$ cat src/rtl/uart_tx_buffered.sv
// Byte-strobe FIFO feeding an 8N1 LSB-first UART transmitter.
// Bytes queue while a frame is on the line; frames run back-to-back.
module uart_tx_buffered #(
  parameter int CLKS_PER_BIT = 868,
  parameter int FIFO_DEPTH   = 16,
  parameter int ADDR_W       = 4
) (
  input  logic       clk,
  input  logic       rst_n,
  input  logic [7:0] txData,
  input  logic       txDataWr,
  output logic       tx,
  output logic       busy,
  output logic       fifoFull,
  output logic       fifoEmpty,
  output logic       overflow
);

  typedef enum logic [1:0] {
    IDLE,
    START,
    DATA,
    STOP
  } state_t;

  localparam logic [ADDR_W:0] DEPTH = (ADDR_W+1)'(FIFO_DEPTH);
  localparam logic [15:0] BAUD_MAX = 16'(CLKS_PER_BIT - 1);

  state_t state, state_nx;

  logic [7:0]        mem [FIFO_DEPTH];
  logic [ADDR_W-1:0] wr_ptr, rd_ptr;
  logic [ADDR_W:0]   count;
  logic              ovf;

  logic [15:0] baud, baud_nx;
  logic [2:0]  bit_idx, bit_idx_nx;
  logic [7:0]  shift, shift_nx;
  logic        tx_nx;
  logic        pop, wr_ok, bit_end;

  assign wr_ok     = txDataWr && (count != DEPTH);
  assign bit_end   = (baud == BAUD_MAX);
  assign fifoFull  = (count == DEPTH);
  assign fifoEmpty = (count == '0);
  assign busy      = (state != IDLE) || !fifoEmpty;
  assign overflow  = ovf;

  always_ff @(posedge clk) begin
    if (wr_ok) mem[wr_ptr] <= txData;
  end

  // Space is judged on the pre-edge count: a same-cycle pop never frees it.
  always_ff @(posedge clk or negedge rst_n) begin
    if (!rst_n) begin
      wr_ptr <= '0;
      rd_ptr <= '0;
      count  <= '0;
      ovf    <= 1'b0;
    end else begin
      if (wr_ok) wr_ptr <= wr_ptr + 1'b1;
      if (pop)   rd_ptr <= rd_ptr + 1'b1;
      if (wr_ok && !pop)      count <= count + 1'b1;
      else if (!wr_ok && pop) count <= count - 1'b1;
      if (txDataWr && !wr_ok) ovf <= 1'b1;
    end
  end

  always_ff @(posedge clk or negedge rst_n) begin
    if (!rst_n) begin
      state   <= IDLE;
      tx      <= 1'b1;
      baud    <= '0;
      bit_idx <= '0;
      shift   <= '0;
    end else begin
      state   <= state_nx;
      tx      <= tx_nx;
      baud    <= baud_nx;
      bit_idx <= bit_idx_nx;
      shift   <= shift_nx;
    end
  end

  always_comb begin
    state_nx   = state;
    tx_nx      = tx;
    baud_nx    = baud;
    bit_idx_nx = bit_idx;
    shift_nx   = shift;
    pop        = 1'b0;
    unique case (state)
      IDLE: begin
        tx_nx = 1'b1;
        if (!fifoEmpty) begin
          pop      = 1'b1;
          shift_nx = mem[rd_ptr];
          tx_nx    = 1'b0;
          baud_nx  = '0;
          state_nx = START;
        end
      end
      START: begin
        if (bit_end) begin
          baud_nx    = '0;
          tx_nx      = shift[0];
          shift_nx   = shift >> 1;
          bit_idx_nx = '0;
          state_nx   = DATA;
        end else begin
          baud_nx = baud + 16'd1;
        end
      end
      DATA: begin
        if (bit_end) begin
          baud_nx = '0;
          if (bit_idx == 3'd7) begin
            tx_nx    = 1'b1;
            state_nx = STOP;
          end else begin
            tx_nx      = shift[0];
            shift_nx   = shift >> 1;
            bit_idx_nx = bit_idx + 3'd1;
          end
        end else begin
          baud_nx = baud + 16'd1;
        end
      end
      STOP: begin
        if (bit_end) begin
          baud_nx = '0;
          // Chain straight into the next start bit with no idle gap.
          if (!fifoEmpty) begin
            pop      = 1'b1;
            shift_nx = mem[rd_ptr];
            tx_nx    = 1'b0;
            state_nx = START;
          end else begin
            tx_nx    = 1'b1;
            state_nx = IDLE;
          end
        end else begin
          baud_nx = baud + 16'd1;
        end
      end
      default: state_nx = IDLE;
    endcase
  end

endmodule

$ cat config.mk
export PLATFORM = sky130hd
export DESIGN_NAME = uart_tx_buffered
export DESIGN_NICKNAME = d
export VERILOG_FILES = /design/src/rtl/uart_tx_buffered.sv
export SDC_FILE = /design/constraint.sdc
export NUM_CORES = 1
export LEC_CHECK = 0
export ABC_AREA = 1
export CORE_AREA = 4 4 201 154
export DETAILED_ROUTE_END_ITERATION = 10
export DIE_AREA = 0 0 205 158
export HOLD_SLACK_MARGIN = 0.06
export PLACE_DENSITY_LB_ADDON = 0.1
export RECOVER_POWER = 25
export SLEW_MARGIN = 20
export SYNTH_ARGS = -nofsm -noshare
export SYNTH_HDL_FRONTEND = slang
export SYNTH_SLANG_ARGS = --single-unit
$ cat constraint.sdc
create_clock -name clk -period 3.6 [get_ports clk]
set_clock_uncertainty 0.2 [all_clocks]
set_input_delay 0.54 -clock clk [delete_from_list [all_inputs] [get_ports clk]]
set_output_delay 0.54 -clock clk [all_outputs]
set_load 0.05 [all_outputs]
==> key figures <==
Logic synthesis
  – Most frequent cell after synthesis: nand2_1
  – Seq cells post-synth: approximately 170
  – Post-synth top area share: 0.480
  – Syn_area_per_cell: roughly 9.6 um2
  – Ranking of synthesized cells by area: edfxtp_1, dfrtp_1, nand2_1
  – Asr flop ratio synth: 0.256
  – Most area-hungry cell type in the Yosys netlist: edfxtp_1
  – Post-synthesis cell area: between 8000 and 9000 um2
  – Post-synth cell types: 37
  – Sequential share of the synthesized area: 0.617
  – Synth top cells by count: nand2_1, edfxtp_1, nand3_1
  – Cells after Synth: about 830
  – Ys flop type: edfxtp_1
  – Synthesized net count: around 860
  – Count of yosys warnings during synthesis: 0
  – EDFF count, synth: 128

Min path
  – Min-delay src: overflow
  – Hold Path Depth: 1
  – Min-delay worst type: reg -> reg
  – Hold EP: overflow

Finish
  – N_diodes: 0
  – Share of layout cells above drive strength 1: 0.0855
  – Nets@finish: approximately 900
  – Area Overhead vs Synth: 15.9%
  – Layout Cells excl Fill: around 1,300

Die
  – Die W: between 200 and 250 um
  – Die footprint: around 32,000 um2
  – Row Count: 54
  – Core box area: slightly below 30,000 um2
  – Die height: approximately 160 um
  – Initial cell density of the core: 0.278
  – # IOs: 16

Clock network
  – Clk Latency, worst-skew pair: roughly 430 ps
  – Cts bufs inserted: 17
  – CTS tree: built
  – Clock Sinks: ~170
  – Deepest clock path buffer count: 2
  – Worst-path clk slew: about 70 ps
  – Root buf cell: clkbuf_16
  – H-tree depth: 4
  – Post_cts resized: 0

Critical path
  – WS Path Type: reg -> out
  – Worst EP arrival: 2590 ps
  – R2r setup slk: roughly 490 ps
  – Setup crit start kind: register
  – Reg2Reg Depth: 17
  – FF-to-FF End: count[4]
  – Crit path capture type: output port
  – CP max FO: 10
  – WP data required: between 2000 and 3000 ps
  – R2r startpoint: baud[0]

STA
  – Slew Viols, Final: 0
  – Fin. Hold Viols: 0
  – Max Freq: between 300 and 400 MHz
  – Slew HR: 0.182
  – Period utilisation layout: 0.924
  – Tightest Pin Transition: 1230 ps
  – Setup violators final: 0
  – Fin worst setup slack: roughly 270 ps
  – RSZ-0062 raised after global routing: no
  – Fin crit period: approximately 3300 ps
  – Setup TNS: 0 ps

Pwr
  – Pwr dens: about 530 nW/um2
  – Peak VDD IR: 0.381 mV
  – Psw: ~0.0013 W
  – Sequential power share: 0.490
  – Clk network pwr share: 0.385
  – Combinational power share: 0.125
  – Leakage: roughly 3.9 nW
  – Sw Ratio: 0.265
  – Pint: about 0.0036 W

GRT
  – Vias in the first global route: 5,336
  – First-pass GRT wire length: 33,500 um
  – Initial antenna violation count: 0
  – Tot GR Track Use: 0.138
  – Total gr overflow: 0
  – Pin count of the biggest net entering global routing: 67

Placement
  – Placed cell count: 1,236
  – Final GP Congestion: 0.787
  – Place WS: ~500 ps
  – IO Port Bufs: 15
  – Detailed Place HPWL: around 14,000 um

Detailed routing
  – WL/cell: about 17 um
  – DRT iter0 DRCs: ~320
  – Via count: between 5,000 and 6,000
  – Detailed-route DRC error count: 0
  – WL final: 21,100 um
  – DR vias/cell: 4.31
  – First drt pass iteration count: 4
  – Post-DRT Antenna Nets: 0

Run
  – Max-Cap Viols: 0

Status
  – Outcome: finished, final reports clean
==> layout by cell type (no fill, tap or decap), types with 6 or more instances in the layout <==
cell and n:
nand3_1 106, nor2_1 59, a21oi_1 7, clkdlybuf4s50_1 9, edfxtp_1 128, ha_1 17
dlygate4sd3_1 6, dfrtp_1 42, buf_4 21, inv_1 92, o21ai_0 21, xor2_1 9
nand2_1 271, clkbuf_16 17
==> worst max-delay path by stage <==
stage             start        to  slack, ps  cells after the start
2_1_floorplan  count[0]  count[4]        480                     15
3_3_place_gp   state[0]  count[4]        480                     14
3_5_place_dp    baud[0]  count[4]        490                     17
4_1_cts        state[0]      busy        230                      6
5_1_grt        state[0]      busy        100                      6
6_report       state[0]      busy        270                      6
==> power by group through the flow <==
stage	clock network, W	registers [W]	logic (W)
6_report	0.00189	0.00241	0.000615
5_1_grt	0.00203	0.00243	0.000702
4_1_cts	0.00195	0.00241	0.000629
3_5_place_dp	0	0.00245	0.000625
3_3_place_gp	0	0.00245	0.000632
2_1_floorplan	0	0.00245	0.000366
==> kinds of logic after synthesis <==
group,share of synthesized area
and+or+nand+nor,0.246
DFF,0.617
buffers and inverters,0.0624
AOI/OAI and AO/OA,0.0317
adders and majority gates,0.0290
xor gates and xnor gates,0.0142
==> area by class of cell <==
type                            count  area, um2
Multi-Input combinational cell    536       2570
Inverter                          100        377
Tap cell                          392        490
Clock buffer                       17        425
Fill cell                        3010      19600
Clock inverter                     15        173
Sequential cell                   172       4950
Timing Repair Buffer               37        312
==> per-layer routing <==
layer | GRT usage | wire length [um] | vias up
met5 | 0 | 0 | -
met4 | 0.0328 | 189 | 0
met3 | 0.0272 | 819 | 10
met2 | 0.189 | 8290 | 71
met1 | 0.220 | 11800 | 2605
li1 | - | - | 2782
==> metrics by stage <==
| stage | total power (W) | instance area (um2) | utilization | hold slack [ps] |
|---|---|---|---|---|
| after detailed placement | 0.00308 | 8690 | 0.301 | 250 |
| final | 0.00492 | 9290 | 0.322 | 272 |
| after global placement | 0.00308 | 8690 | 0.301 | 250 |
| after global routing | 0.00516 | 9290 | 0.322 | 278 |
| after CTS | 0.00499 | 9290 | 0.322 | 270 |
| after floorplan | 0.00282 | 8020 | - | 44.4 |
==> state kept, by name, indices dropped and copies added, names as in the netlist <==
signal / flops
count: 5
state: 2
overflow: 1
rd_ptr: 4
wr_ptr: 4
baud: 16
shift: 8
bit_idx: 3
mem: 128
tx: 1
==> worst max-delay path, stage by stage (launching register included) <==
cell             delay, ps
dfrtp_1                420
inv_1                  100
ha_1                   260
inv_2                  210
nor2_4                 120
inv_2                  190
clkdlybuf4s50_1        840
==> timing repair <==
| item | in CTS | in global routing |
|---|---|---|
| hold buffers | 1 | 0 |
| hold endpoints to repair | 18 | 0 |
| buffers inserted | 0 | 0 |
No activity file was read; power rests on OpenSTA's default activity.
